### config.mk
export PLATFORM = sky130hd
export DESIGN_NAME = wb_sequencer
export DESIGN_NICKNAME = d
export VERILOG_FILES = /design/src/rtl/cpu_ctrl_pkg.sv /design/src/rtl/wait_timer.sv /design/src/rtl/wb_sequencer.sv
export SDC_FILE = /design/constraint.sdc
export NUM_CORES = 1
export LEC_CHECK = 0
export BUFFER_PORTS_ARGS = -buffer_cell sky130_fd_sc_hd__buf_2
export CAP_MARGIN = 20
export CORE_UTILIZATION = 49
export CTS_CLUSTER_SIZE = 16
export DETAILED_ROUTE_END_ITERATION = 8
export PLACE_DENSITY = 0.75
export SYNTH_ARGS = -nofsm -noshare
export SYNTH_HDL_FRONTEND = slang
export SYNTH_SLANG_ARGS = --single-unit
### constraint.sdc
create_clock -name clk -period 2.6 [get_ports clk]
set_input_delay 0.13 -clock clk [delete_from_list [all_inputs] [get_ports clk]]
set_output_delay 0.13 -clock clk [all_outputs]
set_load 0.05 [all_outputs]
### src/rtl/cpu_ctrl_pkg.sv
// Shared types for the CPU control path: writeback sequencer state and DataMUX select codes.
package cpu_ctrl_pkg;

    typedef enum logic {
        IDLE     = 1'b0,
        MEM_WAIT = 1'b1
    } state_e;

    localparam logic SEL_ALU = 1'b0;
    localparam logic SEL_RAM = 1'b1;

endpackage

### src/rtl/wait_timer.sv
// Cycle counter for memory waits: cleared on entry, counts while enabled, flags the last
// permitted cycle so the sequencer can abort a hung access.
module wait_timer #(
    parameter int TIMEOUT_CYCLES = 15
) (
    input  logic clk,
    input  logic reset,
    input  logic clear,
    input  logic enable,
    output logic expire
);

    localparam int CNT_W = $clog2(TIMEOUT_CYCLES) + 1;

    logic [CNT_W-1:0] count_q;
    logic [CNT_W-1:0] count_d;

    always_comb begin
        count_d = count_q;
        if (clear) begin
            count_d = '0;
        end else if (enable) begin
            count_d = count_q + CNT_W'(1);
        end
    end

    always_ff @(posedge clk or posedge reset) begin
        if (reset) begin
            count_q <= '0;
        end else begin
            count_q <= count_d;
        end
    end

    // Width leaves headroom for the increment in the expiring cycle, so no wrap.
    assign expire = enable && !clear && (count_q == CNT_W'(TIMEOUT_CYCLES - 1));

endmodule

### src/rtl/wb_sequencer.sv
// Writeback sequencer: steers the registered DataMUX, issues register-file writes one cycle
// after capture, and runs the RAM req/ack handshake with stall and timeout abort.
module wb_sequencer
    import cpu_ctrl_pkg::*;
#(
    parameter int TIMEOUT_CYCLES = 15,
    parameter int REG_ADDR_W     = 5
) (
    input  logic                  clk,
    input  logic                  reset,
    input  logic                  instr_valid,
    input  logic                  instr_is_load,
    input  logic                  instr_is_store,
    input  logic                  instr_wr_rd,
    input  logic [REG_ADDR_W-1:0] instr_rd,
    input  logic                  ram_ack,
    output logic                  ram_req,
    output logic                  ram_we,
    output logic                  mux_select,
    output logic                  rf_we,
    output logic [REG_ADDR_W-1:0] rf_waddr,
    output logic                  stall,
    output logic                  timeout_err
);

    state_e                  state_q, state_d;
    logic [REG_ADDR_W-1:0]   rd_q, rd_d;
    logic                    store_q, store_d;
    logic                    rf_we_q, rf_we_d;
    logic [REG_ADDR_W-1:0]   rf_waddr_q, rf_waddr_d;
    logic                    err_q, err_d;
    logic                    mem_op;
    logic                    timer_clear;
    logic                    timer_expire;

    assign mem_op = instr_is_load || instr_is_store;

    always_comb begin
        state_d     = state_q;
        rd_d        = rd_q;
        store_d     = store_q;
        rf_we_d     = 1'b0;
        rf_waddr_d  = rf_waddr_q;
        err_d       = err_q;
        timer_clear = 1'b0;
        unique case (state_q)
            IDLE: begin
                if (instr_valid && mem_op) begin
                    state_d     = MEM_WAIT;
                    rd_d        = instr_rd;
                    // A load+store encoding is resolved as a load.
                    store_d     = instr_is_store && !instr_is_load;
                    timer_clear = 1'b1;
                end else if (instr_valid && instr_wr_rd && (instr_rd != '0)) begin
                    rf_we_d    = 1'b1;
                    rf_waddr_d = instr_rd;
                end
            end
            MEM_WAIT: begin
                // An ack in the expiring cycle still completes normally.
                if (ram_ack) begin
                    state_d = IDLE;
                    if (!store_q && (rd_q != '0)) begin
                        rf_we_d    = 1'b1;
                        rf_waddr_d = rd_q;
                    end
                end else if (timer_expire) begin
                    state_d = IDLE;
                    err_d   = 1'b1;
                end
            end
            default: state_d = IDLE;
        endcase
    end

    always_ff @(posedge clk or posedge reset) begin
        if (reset) begin
            state_q    <= IDLE;
            rd_q       <= '0;
            store_q    <= 1'b0;
            rf_we_q    <= 1'b0;
            rf_waddr_q <= '0;
            err_q      <= 1'b0;
        end else begin
            state_q    <= state_d;
            rd_q       <= rd_d;
            store_q    <= store_d;
            rf_we_q    <= rf_we_d;
            rf_waddr_q <= rf_waddr_d;
            err_q      <= err_d;
        end
    end

    wait_timer #(
        .TIMEOUT_CYCLES(TIMEOUT_CYCLES)
    ) u_wait_timer (
        .clk    (clk),
        .reset  (reset),
        .clear  (timer_clear),
        .enable (state_q == MEM_WAIT),
        .expire (timer_expire)
    );

    assign ram_req     = (state_q == MEM_WAIT);
    assign ram_we      = ram_req && store_q;
    assign mux_select  = ram_req ? SEL_RAM : SEL_ALU;
    assign stall       = ram_req || (instr_valid && mem_op);
    assign rf_we       = rf_we_q;
    assign rf_waddr    = rf_waddr_q;
    assign timeout_err = err_q;

endmodule
==> impl_metrics.yaml, run 1 <==
timing:
  slew_violations: 0
  worst_pin_slew_ns: 0.7113
  worst_slew_margin_rel: 0.5253
  fin_ws_ns: 0.7418
  rsz0062_at_grt: "no"
  skew_ns: 0.004345
  final_min_period_over_clock_period: 0.7147
  finalCriticalPeriod_ns: 1.858
  setup-tns-final_ns: 0
  hold_slack_ns: 0.02279
  f_max_mhz: 538.2
  finalHoldViolCount: 0
  setup_viol: 0
outcome:
  run_status: "finished, final reports clean"
worst_setup_path:
  crit_path_max_incr_delay_ns: 0.69
  crit_required_ns: 2.79
  slowest_stage: "sky130_fd_sc_hd__dfrtp_1"
  worstSetupEndpointType: "register"
  worst_path_arrival_time_ns: 2.04
  critical_path_class: "reg2reg"
  crit_path_max_fanout: 17
  critical_path.cell_chain: "nand2_1 > o31ai_2 > mux2_2"
  critPathLaunchType: "register"
synthesis:
  dominantRegCellSynth: "sky130_fd_sc_hd__dfrtp_1"
  netlist.area_leader.share: 0.5390
  synth.most_common_cell: "sky130_fd_sc_hd__dfrtp_1"
  synth.lib_cells_used.distinct: 20
  synth-seq-cells: 19
  synth_top_cell_by_area: "sky130_fd_sc_hd__dfrtp_1"
  synthCells: 74
  synth-seq-area-share: 0.5390
  most_used_standard_cells_in_the_synthesized_netlist: "sky130_fd_sc_hd__dfrtp_1 (19), sky130_fd_sc_hd__mux2_2 (15), sky130_fd_sc_hd__nand2_1 (6)"
  synth.area.top_cells: "sky130_fd_sc_hd__dfrtp_1 (54%), sky130_fd_sc_hd__mux2_2 (19%), sky130_fd_sc_hd__ha_1 (2.8%)"
  synth-warning-count: 0
  synth-edff-count: 0
  syn_avg_cell_area_um2: 11.92
  syn_area_um2: 882.1
  proportion_of_synthesized_flip_flops_having_asynchronous_set_or_reset: 1.000
  syn-num-nets: 88
power_and_ir_drop:
  vdd_ir_drop_max_v: 0.0004720
  p_total_uw: 999.2
  netSwitchingFraction: 0.4280
  internal_power_uw: 571.6
  net-switching-power_uw: 427.6
  p_leak_nw: 0.4924
  power.clock.fraction: 0.142
  power-per-cell-area_nw_per_um2: 953.0
  seq_power_share: 0.453
  share_comb_of_total_power: 0.405
route:
  initialDrtViolationCount: 5
  detail_route.drc_violations: 0
  final_antenna_net_count: 0
  avgRoutedWirePerCell_um: 13.12
  vias_per_cell: 5.293
  wl_um: 1614
  drt-pass1-iter-count: 4
  detailroute.via_count: 651
final_layout:
  postLayoutCellArea_um2: 1049
  post-route-util: 0.6578
  fraction_of_final_layout_cells_sized_beyond_drive_strength_1: 0.4444
  seqCellArea_um2: 475.5
  multiInputGateArea_um2: 380.4
  final_nets: 114
  layout.filler_cells: 135
  final-instance-count-excl-fill: 123
  layout-area-overhead-vs-synth_pct: 18.87
  antenna_cells: 0
worst_hold_path:
  worstHoldPathType: "in2reg"
flow_run:
  cap_violations: 0
clocking:
  root_buffer: "sky130_fd_sc_hd__clkbuf_4"
  clock_tree_from_tritoncts: "built"
  bufs_on_longest_clock_path: 2
  clk_transition_reported_paths_ns: 0.10
  clkLatencyLatePin_ns: 0.29
  number_of_buffers_inserted_during_clock_tree_synthesis: 3
  cts-htree-levels: 1
  cts_resized: 0
  cts_setup_buffers: 0
  tritoncts_num_sinks: 19
placed_design:
  place_congestion: 0.7595
  worst_setup_slack_after_placement_ns: 0.7497
  dp_hpwl_um: 1248
  numPlacedInstances: 118
  placed_cell_area_um2: 1011
  numPortBuffers: 22
die:
  floorplan.die_area_um2: 1974
  initial_core_util: 0.5534
  dieHeight_um: 44.43
  io_pins: 23
  placementRows: 14
  die_width_um: 44.43
  core_ar_um2: 1594
global_route:
  grt_overflow: 0
  grt_pass1_vias: 636
  global_route.usage.total: 0.1955
  maximum_number_of_pins_on_one_net_before_global_route_repair: 20
  first_pass_grt_wire_length_um: 2753
  antenna_found_initial: 0
## timing repair
item,CTS,global route
endpoints found under the hold margin,19,0
hold buffers,1,0
setup endpoints to repair,0,0
## power by group through the flow
stage               combinational [mW]  clock [mW]  sequential, mW
detailed placement               0.408           0           0.459
global route                     0.430       0.161           0.469
CTS                              0.410       0.149           0.453
finish                           0.405       0.142           0.452
global placement                 0.396           0           0.457
floorplan                        0.164           0           0.600
## cells in the final DEF, fill, tap and decap left out, drive strengths merged, types with 2 or more instances in the layout
cell type	n
buf	22
o21ai	5
nor2b	2
inv	4
a21oi	3
nand3	3
clkbuf	3
ha	2
nand4	3
or4	2
dfrtp	19
nand2	6
mux2	15
nor2	2
## cell families after synthesis
logic type / synth area share
AOI/OAI and AO/OA: 0.08509
buffers and inverters: 0.02978
muxes: 0.1915
and+or+nand+nor: 0.1262
adders and majority gates: 0.02836
DFF: 0.5390
## final cells by class
cell class | instances | area share
flip-flops and latches | 19 | 0.4535
multi-input cells | 49 | 0.3628
repair buffers | 23 | 0.1146
well taps | 24 | 0.02864
clock buffers | 3 | 0.02148
inverters | 4 | 0.01432
clock inverters | 1 | 0.004773
## worst max-delay path, delay by kind of cell (launching register included)
family	cells	cell delay (ns)
AND/OR/NAND/NOR	1	0.13
AO/OA/AOI/OAI	1	0.53
flip-flops	1	0.69
multiplexers	1	0.41
## worst paths after layout
check / from / end / slack, ns / depth (start not counted)
max: ram_req / rf_waddr[1] / 0.74 / 3
min: instr_is_load / store_q / 0.02 / 2
max reg2reg: ram_req / rf_waddr[1] / 0.74 / 3
min reg2reg: timeout_err / timeout_err / 0.49 / 1
max in group asynchronous: reset / rd_q[4] / 1.67 / 3
min in group asynchronous: reset / u_wait_timer.count_q[0] / 0.48 / 3
## per-layer routing
metal,global-route usage,part of all wire,up-vias
li1,-,-,318
met5,0,0,-
met1,0.2447,0.49,314
met2,0.3265,0.47,17
met3,0.06122,0.038,2
met4,0.05455,0.0062,0
## state kept, by name (all words and copies together), names as in the netlist
name                  flops
store_q                   1
u_wait_timer.count_q      5
rf_we                     1
timeout_err               1
rd_q                      5
rf_waddr                  5
ram_req                   1
Note: power is estimated with default switching activity, not from simulation.
==> run 2: changes to the inputs <==
- ABC_AREA: not set -> 1
- PLACE_DENSITY: 0.75 -> 0.74
- clock period: 2.6 -> 1.9 ns (I/O delays scaled with it)
==> impl_metrics.yaml, run 2 <==
outcome:
  run_status: "finished, final reports clean"
clocking:
  cts.hold.buffers_added: 1
  cts_setup_buffers: 0
  tritoncts_num_sinks: 19
  clk_transition_reported_paths_ns: 0.11
  clkLatencyLatePin_ns: 0.29
  bufs_on_longest_clock_path: 2
  clock_tree_from_tritoncts: "built"
  number_of_buffers_inserted_during_clock_tree_synthesis: 3
  root_buffer: "sky130_fd_sc_hd__clkbuf_4"
  cts_resized: 0
  cts-htree-levels: 1
power_and_ir_drop:
  p_leak_nw: 0.6060
  power-per-cell-area_nw_per_um2: 1207
  vdd_ir_drop_max_v: 0.0008762
placed_design:
  numPortBuffers: 22
  place_congestion: 0.7507
  worst_setup_slack_after_placement_ns: 0.6602
  numPlacedInstances: 156
  dp_hpwl_um: 1313
route:
  avgRoutedWirePerCell_um: 11.03
  wl_um: 1776
  vias_per_cell: 4.901
  initialDrtViolationCount: 12
  drt-pass1-iter-count: 4
  detail_route.drc_violations: 0
  final_antenna_net_count: 0
  detailroute.via_count: 789
final_layout:
  mostFrequentLayoutCells: "sky130_fd_sc_hd__nand2_1 (32), sky130_fd_sc_hd__buf_2 (22), sky130_fd_sc_hd__dfrtp_1 (19)"
  seqCellArea_um2: 475.5
  final_nets: 151
  layout.filler_cells: 170
  layout-area-overhead-vs-synth_pct: 13.39
  final-instance-count-excl-fill: 161
  multiInputGateArea_um2: 402.9
  final_common_cell: "sky130_fd_sc_hd__nand2_1"
  fraction_of_final_layout_cells_sized_beyond_drive_strength_1: 0.2721
  antenna_cells: 0
global_route:
  global_route.usage.total: 0.1971
  grt_overflow: 0
  maximum_number_of_pins_on_one_net_before_global_route_repair: 20
  grt_pass1_vias: 663
  antenna_found_initial: 0
  first_pass_grt_wire_length_um: 2980
synthesis:
  synth-warning-count: 0
  synth-seq-cells: 19
  syn_avg_cell_area_um2: 8.681
  synth.lib_cells_used.distinct: 23
  most_used_standard_cells_in_the_synthesized_netlist: "sky130_fd_sc_hd__nand2_1 (32), sky130_fd_sc_hd__dfrtp_1 (19), sky130_fd_sc_hd__inv_1 (12)"
  synth_top_cell_by_area: "sky130_fd_sc_hd__dfrtp_1"
  synth-edff-count: 0
  netlist.area_leader.share: 0.4847
  syn_area_um2: 980.9
  synthCells: 113
  synth.most_common_cell: "sky130_fd_sc_hd__nand2_1"
  dominantRegCellSynth: "sky130_fd_sc_hd__dfrtp_1"
  synth-seq-area-share: 0.4847
  proportion_of_synthesized_flip_flops_having_asynchronous_set_or_reset: 1.000
  synth.area.top_cells: "sky130_fd_sc_hd__dfrtp_1 (48%), sky130_fd_sc_hd__nand2_1 (12%), sky130_fd_sc_hd__o21ai_2 (6.3%)"
  syn-num-nets: 127
worst_setup_path:
  slowest_stage: "sky130_fd_sc_hd__dfrtp_1"
  critical_path_class: "reg2out"
  crit_path_max_incr_delay_ns: 0.44
  worst_path_arrival_time_ns: 1.25
  critPathLaunchType: "register"
  crit_path_max_fanout: 16
  critical_path.cell_chain: "buf_4 > buf_2"
  worstSetupEndpointType: "primary output"
  crit_required_ns: 1.80
timing:
  worst_pin_slew_ns: 0.7244
  final_min_period_over_clock_period: 0.7094
  fin_ws_ns: 0.5521
  setup-tns-final_ns: 0
  slew_violations: 0
  finalHoldViolCount: 0
  worst_slew_margin_rel: 0.5165
  setup_viol: 0
  f_max_mhz: 741.9
  finalCriticalPeriod_ns: 1.348
  skew_ns: 0.0007737
  rsz0062_at_grt: "no"
die:
  initial_core_util: 0.5444
  io_pins: 23
  dieHeight_um: 46.74
  core_ar_um2: 1802
  placementRows: 15
  floorplan.die_area_um2: 2185
  die_width_um: 46.74
worst_hold_path:
  worstHoldPathType: "in2reg"
flow_run:
  cap_violations: 0
==> run 2: cell types whose count changed after synthesis, sizes merged, moves of 3 or more <==
cell	previous run	this run
mux2	15	0
buf	1	4
nor2	2	5
nand3	3	9
o21ai	5	18
inv	4	13
nand2	6	33
==> run 2: critical path, delay by kind of cell (launching register included) <==
family	cells	cell delay (ns)
buf+inv	2	0.52
flops	1	0.44
==> run 2: per-layer routing <==
metal	wire, um	track usage	vias to the layer above
met5	0	0	-
met4	14	0.08571	0
met3	64	0.04615	2
met2	746	0.2722	19
met1	950	0.2941	357
li1	-	-	411
==> run 2: per-stage QoR <==
stage	cell area, um2	util	total power, mW	hold WS, ns
after global routing	1112	0.6174	1.424	0.07039
after global placement	1076	0.5972	1.131	0.2452
after CTS	1112	0.6174	1.351	0.05573
after detailed placement	1076	0.5972	1.141	0.2503
final	1112	0.6174	1.342	0.06192
after floorplan	980.9	-	1.029	0.04613
==> run 2: path summary, 6_finish.rpt <==
| check | start | end | slack (ns) | cells after the start |
|---|---|---|---|---|
| setup / recovery | ram_req | ram_req | 0.55 | 2 |
| hold / removal | instr_rd[4] | rd_q[4] | 0.06 | 3 |
| setup reg to reg | ram_req | ram_req | 0.62 | 2 |
| hold reg to reg | timeout_err | timeout_err | 0.46 | 1 |
| max in group asynchronous | reset | rf_we | 1.00 | 3 |
| min in group asynchronous | reset | timeout_err | 0.45 | 3 |
==> run 2: report_power, final <==
| part | total (mW) | switching [mW] | leakage, nW | internal [mW] |
|---|---|---|---|---|
| Sequential | 0.590 | 0.0772 | 0.244 | 0.513 |
| Clock | 0.208 | 0.126 | 0.0150 | 0.0818 |
| Combinational | 0.545 | 0.397 | 0.347 | 0.147 |
==> run 2: kinds of logic after synthesis <==
family,share of synthesized area
AO/OA/AOI/OAI,0.1429
buffers and inverters,0.1046
adder cells (fa/ha/maj),0.02551
AND/OR/NAND/NOR,0.2424
flip-flops,0.4847
==> run 2: layout make-up <==
type | count | area share
clock buffer | 4 | 0.02362
sequential | 19 | 0.4274
multi-input combinational | 76 | 0.3622
inverter | 13 | 0.04387
timing repair buffer | 24 | 0.1147
tap | 25 | 0.02812
